### src/rtl/wb_commit_queue_if.sv
// Bundle of MEM-side push, register-file write, ID lookup and debug trace
// signals for wb_commit_queue.
//   master : the environment side (MEM stage, register file, ID stage)
//   slave  : the commit queue itself
interface wb_commit_queue_if #(
  parameter int DATA_W = 32,
  parameter int ADDR_W = 5,
  parameter int PC_W   = 32,
  parameter int NRP    = 2
);
  localparam int STRB_W = DATA_W / 8;

  // MEM -> queue
  logic                     mem_to_wb_valid;
  logic                     wb_allowin;
  logic [PC_W-1:0]          mem_pc;
  logic [STRB_W-1:0]        mem_rf_strb;
  logic [ADDR_W-1:0]        mem_rf_waddr;
  logic [DATA_W-1:0]        mem_rf_wdata;
  logic                     flush;
  // queue head -> register file
  logic [STRB_W-1:0]        rf_we;
  logic [ADDR_W-1:0]        rf_waddr;
  logic [DATA_W-1:0]        rf_wdata;
  logic                     rf_wready;
  logic                     wb_valid;
  // ID-stage lookups
  logic [NRP*ADDR_W-1:0]    id_raddr;
  logic [NRP-1:0]           fwd_hit;
  logic [NRP*DATA_W-1:0]    fwd_data;
  logic [NRP-1:0]           fwd_stall;
  // commit trace
  logic [PC_W-1:0]          debug_wb_pc;
  logic [STRB_W-1:0]        debug_wb_rf_we;
  logic [ADDR_W-1:0]        debug_wb_rf_wnum;
  logic [DATA_W-1:0]        debug_wb_rf_wdata;

  modport master (
    output mem_to_wb_valid, mem_pc, mem_rf_strb, mem_rf_waddr, mem_rf_wdata,
           flush, rf_wready, id_raddr,
    input  wb_allowin, rf_we, rf_waddr, rf_wdata, wb_valid,
           fwd_hit, fwd_data, fwd_stall,
           debug_wb_pc, debug_wb_rf_we, debug_wb_rf_wnum, debug_wb_rf_wdata
  );

  modport slave (
    input  mem_to_wb_valid, mem_pc, mem_rf_strb, mem_rf_waddr, mem_rf_wdata,
           flush, rf_wready, id_raddr,
    output wb_allowin, rf_we, rf_waddr, rf_wdata, wb_valid,
           fwd_hit, fwd_data, fwd_stall,
           debug_wb_pc, debug_wb_rf_we, debug_wb_rf_wnum, debug_wb_rf_wdata
  );
endinterface

### src/rtl/wb_commit_queue.sv
// In-order writeback commit queue (DEPTH entries) between MEM and the
// register-file write port, with per-port ID forwarding and a registered
// commit trace.
//   clk   : clock, all state on posedge
//   reset : synchronous, active-high
//   bus   : wb_commit_queue_if.slave (push, rf write, lookups, debug)

// One ID lookup port. Entries arrive ordered youngest (index 0) to oldest.
module wb_commit_fwd #(
  parameter int DATA_W = 32,
  parameter int ADDR_W = 5,
  parameter int DEPTH  = 2
) (
  input  logic [ADDR_W-1:0]                raddr_i,
  input  logic [DEPTH-1:0]                 vld_i,
  input  logic [DEPTH-1:0][ADDR_W-1:0]     waddr_i,
  input  logic [DEPTH-1:0][DATA_W/8-1:0]   strb_i,
  input  logic [DEPTH-1:0][DATA_W-1:0]     data_i,
  output logic                             hit_o,
  output logic                             stall_o,
  output logic [DATA_W-1:0]                data_o
);
  logic found;

  // First non-zero-strobe match wins; a partial write cannot be forwarded.
  always_comb begin
    hit_o   = 1'b0;
    stall_o = 1'b0;
    data_o  = '0;
    found   = 1'b0;
    if (raddr_i != '0) begin
      for (int k = 0; k < DEPTH; k++) begin
        if (!found && vld_i[k] && (waddr_i[k] == raddr_i) && (|strb_i[k])) begin
          found = 1'b1;
          if (&strb_i[k]) begin
            hit_o  = 1'b1;
            data_o = data_i[k];
          end else begin
            stall_o = 1'b1;
          end
        end
      end
    end
  end
endmodule

module wb_commit_queue #(
  parameter int DATA_W = 32,
  parameter int ADDR_W = 5,
  parameter int PC_W   = 32,
  parameter int DEPTH  = 2,
  parameter int NRP    = 2
) (
  input  logic               clk,
  input  logic               reset,
  wb_commit_queue_if.slave   bus
);
  localparam int STRB_W = DATA_W / 8;
  localparam int PTR_W  = $clog2(DEPTH);
  localparam int CNT_W  = PTR_W + 1;

  typedef struct packed {
    logic [PC_W-1:0]   pc;
    logic [STRB_W-1:0] strb;
    logic [ADDR_W-1:0] waddr;
    logic [DATA_W-1:0] data;
  } entry_t;

  entry_t            ent_q [DEPTH];
  logic [PTR_W-1:0]  head_q, head_d, tail_q, tail_d;
  logic [CNT_W-1:0]  cnt_q, cnt_d;
  entry_t            dbg_q, dbg_d;
  entry_t            head_ent, new_ent;
  logic              nempty, push, pop;

  assign nempty   = (cnt_q != '0);
  assign head_ent = ent_q[head_q];
  // allowin is a pure function of count: a full queue never takes an entry
  // in the cycle it pops.
  assign bus.wb_allowin = (cnt_q < CNT_W'(DEPTH));
  assign push = bus.mem_to_wb_valid & bus.wb_allowin & ~bus.flush;
  assign pop  = nempty & bus.rf_wready;

  // r0 writes are kept in order but neutered so they never reach the RF.
  always_comb begin
    new_ent.pc    = bus.mem_pc;
    new_ent.strb  = (bus.mem_rf_waddr == '0) ? '0 : bus.mem_rf_strb;
    new_ent.waddr = bus.mem_rf_waddr;
    new_ent.data  = bus.mem_rf_wdata;
  end

  always_comb begin
    head_d = head_q;
    tail_d = tail_q;
    cnt_d  = cnt_q;
    if (push) tail_d = tail_q + PTR_W'(1);
    if (pop)  head_d = head_q + PTR_W'(1);
    case ({push, pop})
      2'b10:   cnt_d = cnt_q + CNT_W'(1);
      2'b01:   cnt_d = cnt_q - CNT_W'(1);
      default: cnt_d = cnt_q;
    endcase
    // A pop in the flush cycle still commits (trace below), only state clears.
    if (bus.flush) begin
      head_d = '0;
      tail_d = '0;
      cnt_d  = '0;
    end
  end

  always_comb begin
    dbg_d      = dbg_q;
    dbg_d.strb = '0;
    if (pop) dbg_d = head_ent;
  end

  always_ff @(posedge clk) begin
    if (reset) begin
      head_q <= '0;
      tail_q <= '0;
      cnt_q  <= '0;
      dbg_q  <= '0;
    end else begin
      head_q <= head_d;
      tail_q <= tail_d;
      cnt_q  <= cnt_d;
      dbg_q  <= dbg_d;
    end
  end

  // Payload storage needs no reset: it is only observed while counted.
  always_ff @(posedge clk) begin
    if (push) ent_q[tail_q] <= new_ent;
  end

  assign bus.wb_valid = nempty;
  assign bus.rf_we    = nempty ? head_ent.strb : '0;
  assign bus.rf_waddr = head_ent.waddr;
  assign bus.rf_wdata = head_ent.data;

  assign bus.debug_wb_pc       = dbg_q.pc;
  assign bus.debug_wb_rf_we    = dbg_q.strb;
  assign bus.debug_wb_rf_wnum  = dbg_q.waddr;
  assign bus.debug_wb_rf_wdata = dbg_q.data;

  // Re-order the ring by age (0 = youngest) for the lookup ports.
  logic [DEPTH-1:0]               age_vld;
  logic [DEPTH-1:0][ADDR_W-1:0]   age_waddr;
  logic [DEPTH-1:0][STRB_W-1:0]   age_strb;
  logic [DEPTH-1:0][DATA_W-1:0]   age_data;

  for (genvar k = 0; k < DEPTH; k++) begin : g_age
    logic [PTR_W-1:0] idx;
    assign idx          = tail_q - PTR_W'(k + 1);
    assign age_vld[k]   = (cnt_q > CNT_W'(k));
    assign age_waddr[k] = ent_q[idx].waddr;
    assign age_strb[k]  = ent_q[idx].strb;
    assign age_data[k]  = ent_q[idx].data;
  end

  for (genvar p = 0; p < NRP; p++) begin : g_fwd
    wb_commit_fwd #(.DATA_W(DATA_W), .ADDR_W(ADDR_W), .DEPTH(DEPTH)) u_fwd (
      .raddr_i (bus.id_raddr[p*ADDR_W +: ADDR_W]),
      .vld_i   (age_vld),
      .waddr_i (age_waddr),
      .strb_i  (age_strb),
      .data_i  (age_data),
      .hit_o   (bus.fwd_hit[p]),
      .stall_o (bus.fwd_stall[p]),
      .data_o  (bus.fwd_data[p*DATA_W +: DATA_W])
    );
  end
endmodule

### src/flat_wrapper.sv
// flat-port wrapper written by rule: the top's interface ports become plain ports
module wb_commit_queue_flat 
#(
  parameter int DATA_W = 32,
  parameter int ADDR_W = 5,
  parameter int PC_W   = 32,
  parameter int DEPTH  = 2,
  parameter int NRP    = 2
)
  (clk, reset, bus_mem_to_wb_valid, bus_mem_pc, bus_mem_rf_strb, bus_mem_rf_waddr, bus_mem_rf_wdata, bus_flush, bus_rf_wready, bus_id_raddr, bus_wb_allowin, bus_rf_we, bus_rf_waddr, bus_rf_wdata, bus_wb_valid, bus_fwd_hit, bus_fwd_data, bus_fwd_stall, bus_debug_wb_pc, bus_debug_wb_rf_we, bus_debug_wb_rf_wnum, bus_debug_wb_rf_wdata);
  wb_commit_queue_if #(.DATA_W(DATA_W), .ADDR_W(ADDR_W), .PC_W(PC_W), .NRP(NRP)) bus_i ();
  input  logic clk;
  input  logic reset;
  input wire logic [$bits(bus_i.mem_to_wb_valid)-1:0] bus_mem_to_wb_valid;
  input wire logic [$bits(bus_i.mem_pc)-1:0] bus_mem_pc;
  input wire logic [$bits(bus_i.mem_rf_strb)-1:0] bus_mem_rf_strb;
  input wire logic [$bits(bus_i.mem_rf_waddr)-1:0] bus_mem_rf_waddr;
  input wire logic [$bits(bus_i.mem_rf_wdata)-1:0] bus_mem_rf_wdata;
  input wire logic [$bits(bus_i.flush)-1:0] bus_flush;
  input wire logic [$bits(bus_i.rf_wready)-1:0] bus_rf_wready;
  input wire logic [$bits(bus_i.id_raddr)-1:0] bus_id_raddr;
  output wire logic [$bits(bus_i.wb_allowin)-1:0] bus_wb_allowin;
  output wire logic [$bits(bus_i.rf_we)-1:0] bus_rf_we;
  output wire logic [$bits(bus_i.rf_waddr)-1:0] bus_rf_waddr;
  output wire logic [$bits(bus_i.rf_wdata)-1:0] bus_rf_wdata;
  output wire logic [$bits(bus_i.wb_valid)-1:0] bus_wb_valid;
  output wire logic [$bits(bus_i.fwd_hit)-1:0] bus_fwd_hit;
  output wire logic [$bits(bus_i.fwd_data)-1:0] bus_fwd_data;
  output wire logic [$bits(bus_i.fwd_stall)-1:0] bus_fwd_stall;
  output wire logic [$bits(bus_i.debug_wb_pc)-1:0] bus_debug_wb_pc;
  output wire logic [$bits(bus_i.debug_wb_rf_we)-1:0] bus_debug_wb_rf_we;
  output wire logic [$bits(bus_i.debug_wb_rf_wnum)-1:0] bus_debug_wb_rf_wnum;
  output wire logic [$bits(bus_i.debug_wb_rf_wdata)-1:0] bus_debug_wb_rf_wdata;
  assign bus_i.mem_to_wb_valid = bus_mem_to_wb_valid;
  assign bus_i.mem_pc = bus_mem_pc;
  assign bus_i.mem_rf_strb = bus_mem_rf_strb;
  assign bus_i.mem_rf_waddr = bus_mem_rf_waddr;
  assign bus_i.mem_rf_wdata = bus_mem_rf_wdata;
  assign bus_i.flush = bus_flush;
  assign bus_i.rf_wready = bus_rf_wready;
  assign bus_i.id_raddr = bus_id_raddr;
  assign bus_wb_allowin = bus_i.wb_allowin;
  assign bus_rf_we = bus_i.rf_we;
  assign bus_rf_waddr = bus_i.rf_waddr;
  assign bus_rf_wdata = bus_i.rf_wdata;
  assign bus_wb_valid = bus_i.wb_valid;
  assign bus_fwd_hit = bus_i.fwd_hit;
  assign bus_fwd_data = bus_i.fwd_data;
  assign bus_fwd_stall = bus_i.fwd_stall;
  assign bus_debug_wb_pc = bus_i.debug_wb_pc;
  assign bus_debug_wb_rf_we = bus_i.debug_wb_rf_we;
  assign bus_debug_wb_rf_wnum = bus_i.debug_wb_rf_wnum;
  assign bus_debug_wb_rf_wdata = bus_i.debug_wb_rf_wdata;
  wb_commit_queue #(.DATA_W(DATA_W), .ADDR_W(ADDR_W), .PC_W(PC_W), .DEPTH(DEPTH), .NRP(NRP)) u_core (.clk(clk), .reset(reset), .bus(bus_i));
endmodule
### config.mk
export PLATFORM = sky130hd
export DESIGN_NAME = wb_commit_queue_flat
export DESIGN_NICKNAME = d
export VERILOG_FILES = /design/src/rtl/wb_commit_queue_if.sv /design/src/rtl/wb_commit_queue.sv /design/src/flat_wrapper.sv
export SDC_FILE = /design/constraint.sdc
export NUM_CORES = 1
export LEC_CHECK = 0
export BUFFER_PORTS_ARGS = -buffer_cell sky130_fd_sc_hd__buf_4
export CAP_MARGIN = 20
export CORE_UTILIZATION = 40
export CTS_CLUSTER_SIZE = 40
export DETAILED_ROUTE_END_ITERATION = 8
export GPL_TIMING_DRIVEN = 1
export PLACE_DENSITY = 0.72
export SKIP_LAST_GASP = 1
export SYNTH_ARGS = -nofsm -noshare
export SYNTH_HDL_FRONTEND = slang
export SYNTH_SLANG_ARGS = --single-unit
### constraint.sdc
create_clock -name clk -period 6.3 [get_ports clk]
set_input_delay 0 -clock clk [delete_from_list [all_inputs] [get_ports clk]]
set_output_delay 0 -clock clk [all_outputs]
set_load 0.02 [all_outputs]
### Yosys cells after proc, flatten, opt, wreduce, memory -nomap -nowiden

Memories as Yosys holds them, arrays and structs flattened. A register that Yosys moved wholly into a read port is not among the register bits.
Index checks and enable logic that the tools add are counted.

| cells by class | value |
|---|---|
| equal/unequal tests | 6 |
| multiplexer cells | 40 |
| reductions and logical operators | 23 |
| bitwise logic cells | 5 |
| magnitude comparators | 3 |
| add/subtract/negate cells | 5 |

Operators by type and width:

| kind | number |
|---|---|
| 2-to-1 mux 32 bit | 9 |
| 2-to-1 mux 1 bit | 28 |
| equality test 5 bit | 4 |
| logical AND 1 bit | 10 |
| nonzero test 5 bit | 2 |
| 2-to-1 mux 4 bit | 2 |
| AND reduction 4 bit | 2 |
| OR reduction 4 bit | 2 |
| zero test 5 bit | 1 |
| > comparator 2 x 1 -> 1 bit, second input constant | 2 |
| one-hot mux 2 bit (2 select lines) | 1 |
| nonzero test 2 bit | 2 |
| OR reduction 2 bit | 2 |
| AND 1 bit | 3 |
| adder 1 bit, second input constant | 2 |
| adder 2 x 1 -> 2 bit, second input constant | 1 |
| equality test 2 x 1 -> 1 bit, second input constant | 1 |
| equality test 2 bit, second input constant | 1 |
| zero test 1 bit | 2 |
| < comparator 2 bit, second input constant | 1 |
| NOT 1 bit | 2 |
| subtractor 2 x 1 -> 2 bit, second input constant | 1 |
| subtractor 1 bit, second input constant | 1 |

| word-level totals | value |
|---|---|
| bits in writable memories | 146 |
| output and inout bits | 184 |
| memories kept | 1 |
| logic and storage cells | 90 |
| register bits after elaboration | 77 |

Memories:

| name | depth | bits a word | read ports | clocked after memory_dff | write ports | line | source |
|---|---|---|---|---|---|---|---|
| u_core.ent_q | 2 | 73 | 3 | 2 | 1 | wb_commit_queue.sv:69 | `entry_t ent_q [DEPTH];` |

### Logic depth before layout (Yosys ltp)

An unclocked memory read counts as a cell.

| depth | value |
|---|---|
| depth after elaboration | 13 |
| gate-level depth with buffers | 11 |
| gate-level depth less buffers | 9 |

### Hierarchy

From an unflattened synthesis, not the netlist that was laid out.

| second synthesis, totals | value |
|---|---|
| cell total of the unflattened synthesis | 961 |
| area, all modules | 11,725.0 µm² |

Modules (own cells, without submodules):

| module | area an instance (µm²) | cells each | sequential area each (µm²) | times used |
|---|---|---|---|---|
| wb_commit_queue | 9,480.3 | 675 | 5,965.7 | 1 |
| wb_commit_fwd | 1,122.3 | 143 | 0.0 | 2 |

### Least setup slack after synthesis

Ideal clock, no wire load.

| timing | value |
|---|---|
| path kind | flip-flop to flip-flop |
| start point | register u_core.tail_q |
| end point | memory u_core.ent_q[0][0] (netlist name) (enable) |
| clock period less this slack | 3,177 ps |
| required time | 5,860 ps |
| path slack | 3,123 ps |
| stages on the path, launching flop included | 6 |
| data arrival time | 2,738 ps |
| path through | dfxtp_1 -> buf_6 -> clkbuf_1 -> buf_1 -> inv_1 -> ha_1 |

RTL lines:

| item | line | source |
|---|---|---|
| from (decl) | wb_commit_queue.sv:70 | `logic [PTR_W-1:0] head_q, head_d, tail_q, tail_d;` |
| from (signal assigned) | wb_commit_queue.sv:125 | `tail_q <= tail_d;` |
| to (decl) | wb_commit_queue.sv:69 |  |

No word-level cell before the write port.

==> impl_metrics.tcl <==
set metrics [dict create \
    reg2reg_slack_ns 3.44 \
    vdd_ir_drop_max_uv 183 \
    io_pins 272 \
    setup_viol 0 \
    clkLatencyLatePin_ns 0.51 \
    drtAntennaViolNets 0 \
    place_ws_ns 3.23 \
    overflow 0 \
    cts_buffers 25 \
    synth_seq_cells 225 \
    critPathTopFamily "simple AND/OR/NAND/NOR gates" \
    synth_area_sq_mm 0.0101 \
    cts_sinks 225 \
    rows 57 \
    synth_cells 844 \
    yosys_warnings 0 \
    drc 0 \
    place.gp.congestion 0.849 \
    crit_chain "buf_4, mux2i_1, xor2_1, nand2_1, nor4_2, nand3_2, o22ai_1, buf_4" \
    syn-num-nets 937 \
    finalCriticalPeriod_ns 3.61 \
    cp.arrival_ns 3.61 \
    r2r-start "u_core.cnt_q[1]$_SDFFE_PP0P_" \
    cts_tree "done" \
    dpl.hpwl_mm 17.9 \
    status "completed" \
    synth_top_area_cell "edfxtp_1" \
    antenna_found_initial 1 \
    yosys-top-cells-area "edfxtp_1 (43%), dfxtp_1 (16%), mux2_2 (7.7%)" \
    dieHeight_microns 161 \
    grt_first_pass_wirelength_mm 41.9 \
    avgSynthCellArea_sq_um 12.0 \
    nFillCells 2078 \
    rsz0062_at_grt "false" \
    grt_usage 0.208 \
    io_buffers 271 \
    fin_crit_sh 0.572 \
    coreArea_sq_mm 0.0246 \
    die_width_microns 161 \
    hold_violations 0 \
    final_cell_area_sq_mm 0.0136 \
    setup_tns_ns 0 \
    grt_pass1_vias 7569 \
    hold_class "input pin to flip-flop" \
    yosys_most_used_dff "edfxtp_1" \
    grt_start_max_net_pins 80 \
    cp_slowest_stage_delay_ns 0.72 \
    pwr_density_cell_mw_per_mm2 252 \
    slew_viol_final 0 \
    async_flop_share 0 \
    num-nets-final 1220 \
    tightest_slew_ns 1.06 \
    fin_skew_ns 0.00842 \
    synth_top_cell_area_share 0.433 \
    syn2layout_area_growth_pct 34.1 \
    worstSetupStartpointType "flip-flop" \
    post_dp_cell_area_sq_mm 0.0121 \
    crit_buf_inv 2 \
    synth_edf_count 146 \
    drtPass1Iterations 5 \
    path_max_fanout 40 \
    final_common_cell "buf_4" \
    fin_ws_ns 2.69 \
    cts_resized 0 \
    initial_core_util 0.412 \
    post_cts_buffers 0 \
    cp-end-kind "primary output" \
    ys_seq_area_frac 0.589 \
    hold_start "bus_mem_to_wb_valid" \
    critPathRequiredTime_ns 6.30 \
    wl_per_cell_microns 18.9 \
    final_cell_mix "buf_4 (282), edfxtp_1 (146), nor2_1 (119)" \
    cap_violations 0 \
    vias 7683 \
    cts_hold_buf 74 \
    cts_root_buf "clkbuf_16" \
    h-tree-depth 1 \
    drt-total-wl_mm 27.8 \
    ctsLongestPathBuffers 3 \
    clock.fmax_mhz 277 \
    path_clk_slew_ns 0.06 \
    relSlewSlack 0.291 \
    vias_per_cell 5.23 \
    drt_iter0_drc 565 \
    synthDistinctLibCells 39 \
    p_leak_nw 4.97 \
    worstSetupPathType "flip-flop to primary output" \
    cpMostUsedCell "buf_4" \
    drive_gt1_frac 0.344 \
    crit_slowest_cell "nand3_2" \
    die-area_sq_mm 0.0260 \
]
[final cells by class]
type	instances	area [sq um]	share of cell area
flip-flops and latches	225	5970	0.440
clock buffers	37	671	0.0494
diodes	1	2.50	0.000184
well taps	324	405	0.0298
repair buffers	356	2860	0.210
multi-input cells	511	3580	0.264
clock inverters	7	60.1	0.00442
inverters	8	32.5	0.00239
[routing by layer]
layer | wire, microns | track usage | up-vias
li1 | - | - | 3627
met1 | 11800 | 0.262 | 3651
met2 | 13200 | 0.357 | 361
met3 | 2100 | 0.0403 | 44
met4 | 687 | 0.0665 | 0
met5 | 0 | 0 | -
[report_power, final]
| part | internal, W | total [W] | switching [W] |
|---|---|---|---|
| Sequential | 0.00164 | 0.00167 | 0.0000334 |
| Combinational | 0.000197 | 0.000429 | 0.000232 |
| Clock | 0.000773 | 0.00132 | 0.000549 |
| Total | 0.00261 | 0.00342 | 0.000814 |
[worst min-delay path, stage by stage]
cell and delay (ns):
buf_4 0.11, nor3b_1 0.21, xnor2_1 0.16, nor3_1 0.04
[flip-flops by register name, summed over array words and instances (netlist names), named ones only]
name	count
u_core.ent_q	146
u_core.bus.debug_wb_pc	32
u_core.bus.debug_wb_rf_wdata	32
u_core.bus.debug_wb_rf_wnum	5
u_core.bus.debug_wb_rf_we	4
u_core.cnt_q	2
u_core.head_q	1
u_core.tail_q	1
[Yosys cell counts (all sizes together) (5+ instances only)]
cell and count:
a211oi 33, buf 62, clkbuf 38, dfxtp 79
edfxtp 146, ha 5, inv 8, mux2 69
mux2i 78, nand2 36, nor2 119, nor3 52
o22ai 64, xnor2 14, xor2 10
[metrics by stage]
stage	util	hold WS, ns	total power [W]	std cells
finish	0.552	0.0571	0.00342	1469
detailed placement	0.492	0.188	0.00209	1350
CTS	0.552	0.0413	0.00345	1468
global placement	0.492	0.185	0.00208	1350
floorplan	-	0.0776	0.00193	844
global route	0.552	0.0736	0.00354	1468
[cell families after synthesis]
kind of cell / Yosys count / synth area share
muxes: 147 / 0.155
xor gates and xnor gates: 24 / 0.0208
DFF: 225 / 0.589
adders and majority gates: 5 / 0.00618
buffers and inverters: 108 / 0.0614
AOI/OAI and AO/OA: 105 / 0.0693
and+or+nand+nor: 230 / 0.0988
[worst paths after layout]
kind	cells after the start	to
hold / removal	4	u_core.tail_q$_SDFFE_PP0P_
setup reg to reg	9	u_core.bus.debug_wb_rf_wdata[13]$_SDFFE_PP0P_
setup / recovery	8	bus_fwd_data[63]
hold reg to reg	2	u_core.bus.debug_wb_rf_wnum[0]$_SDFFE_PP0P_
(Power assumes the default switching activity.)
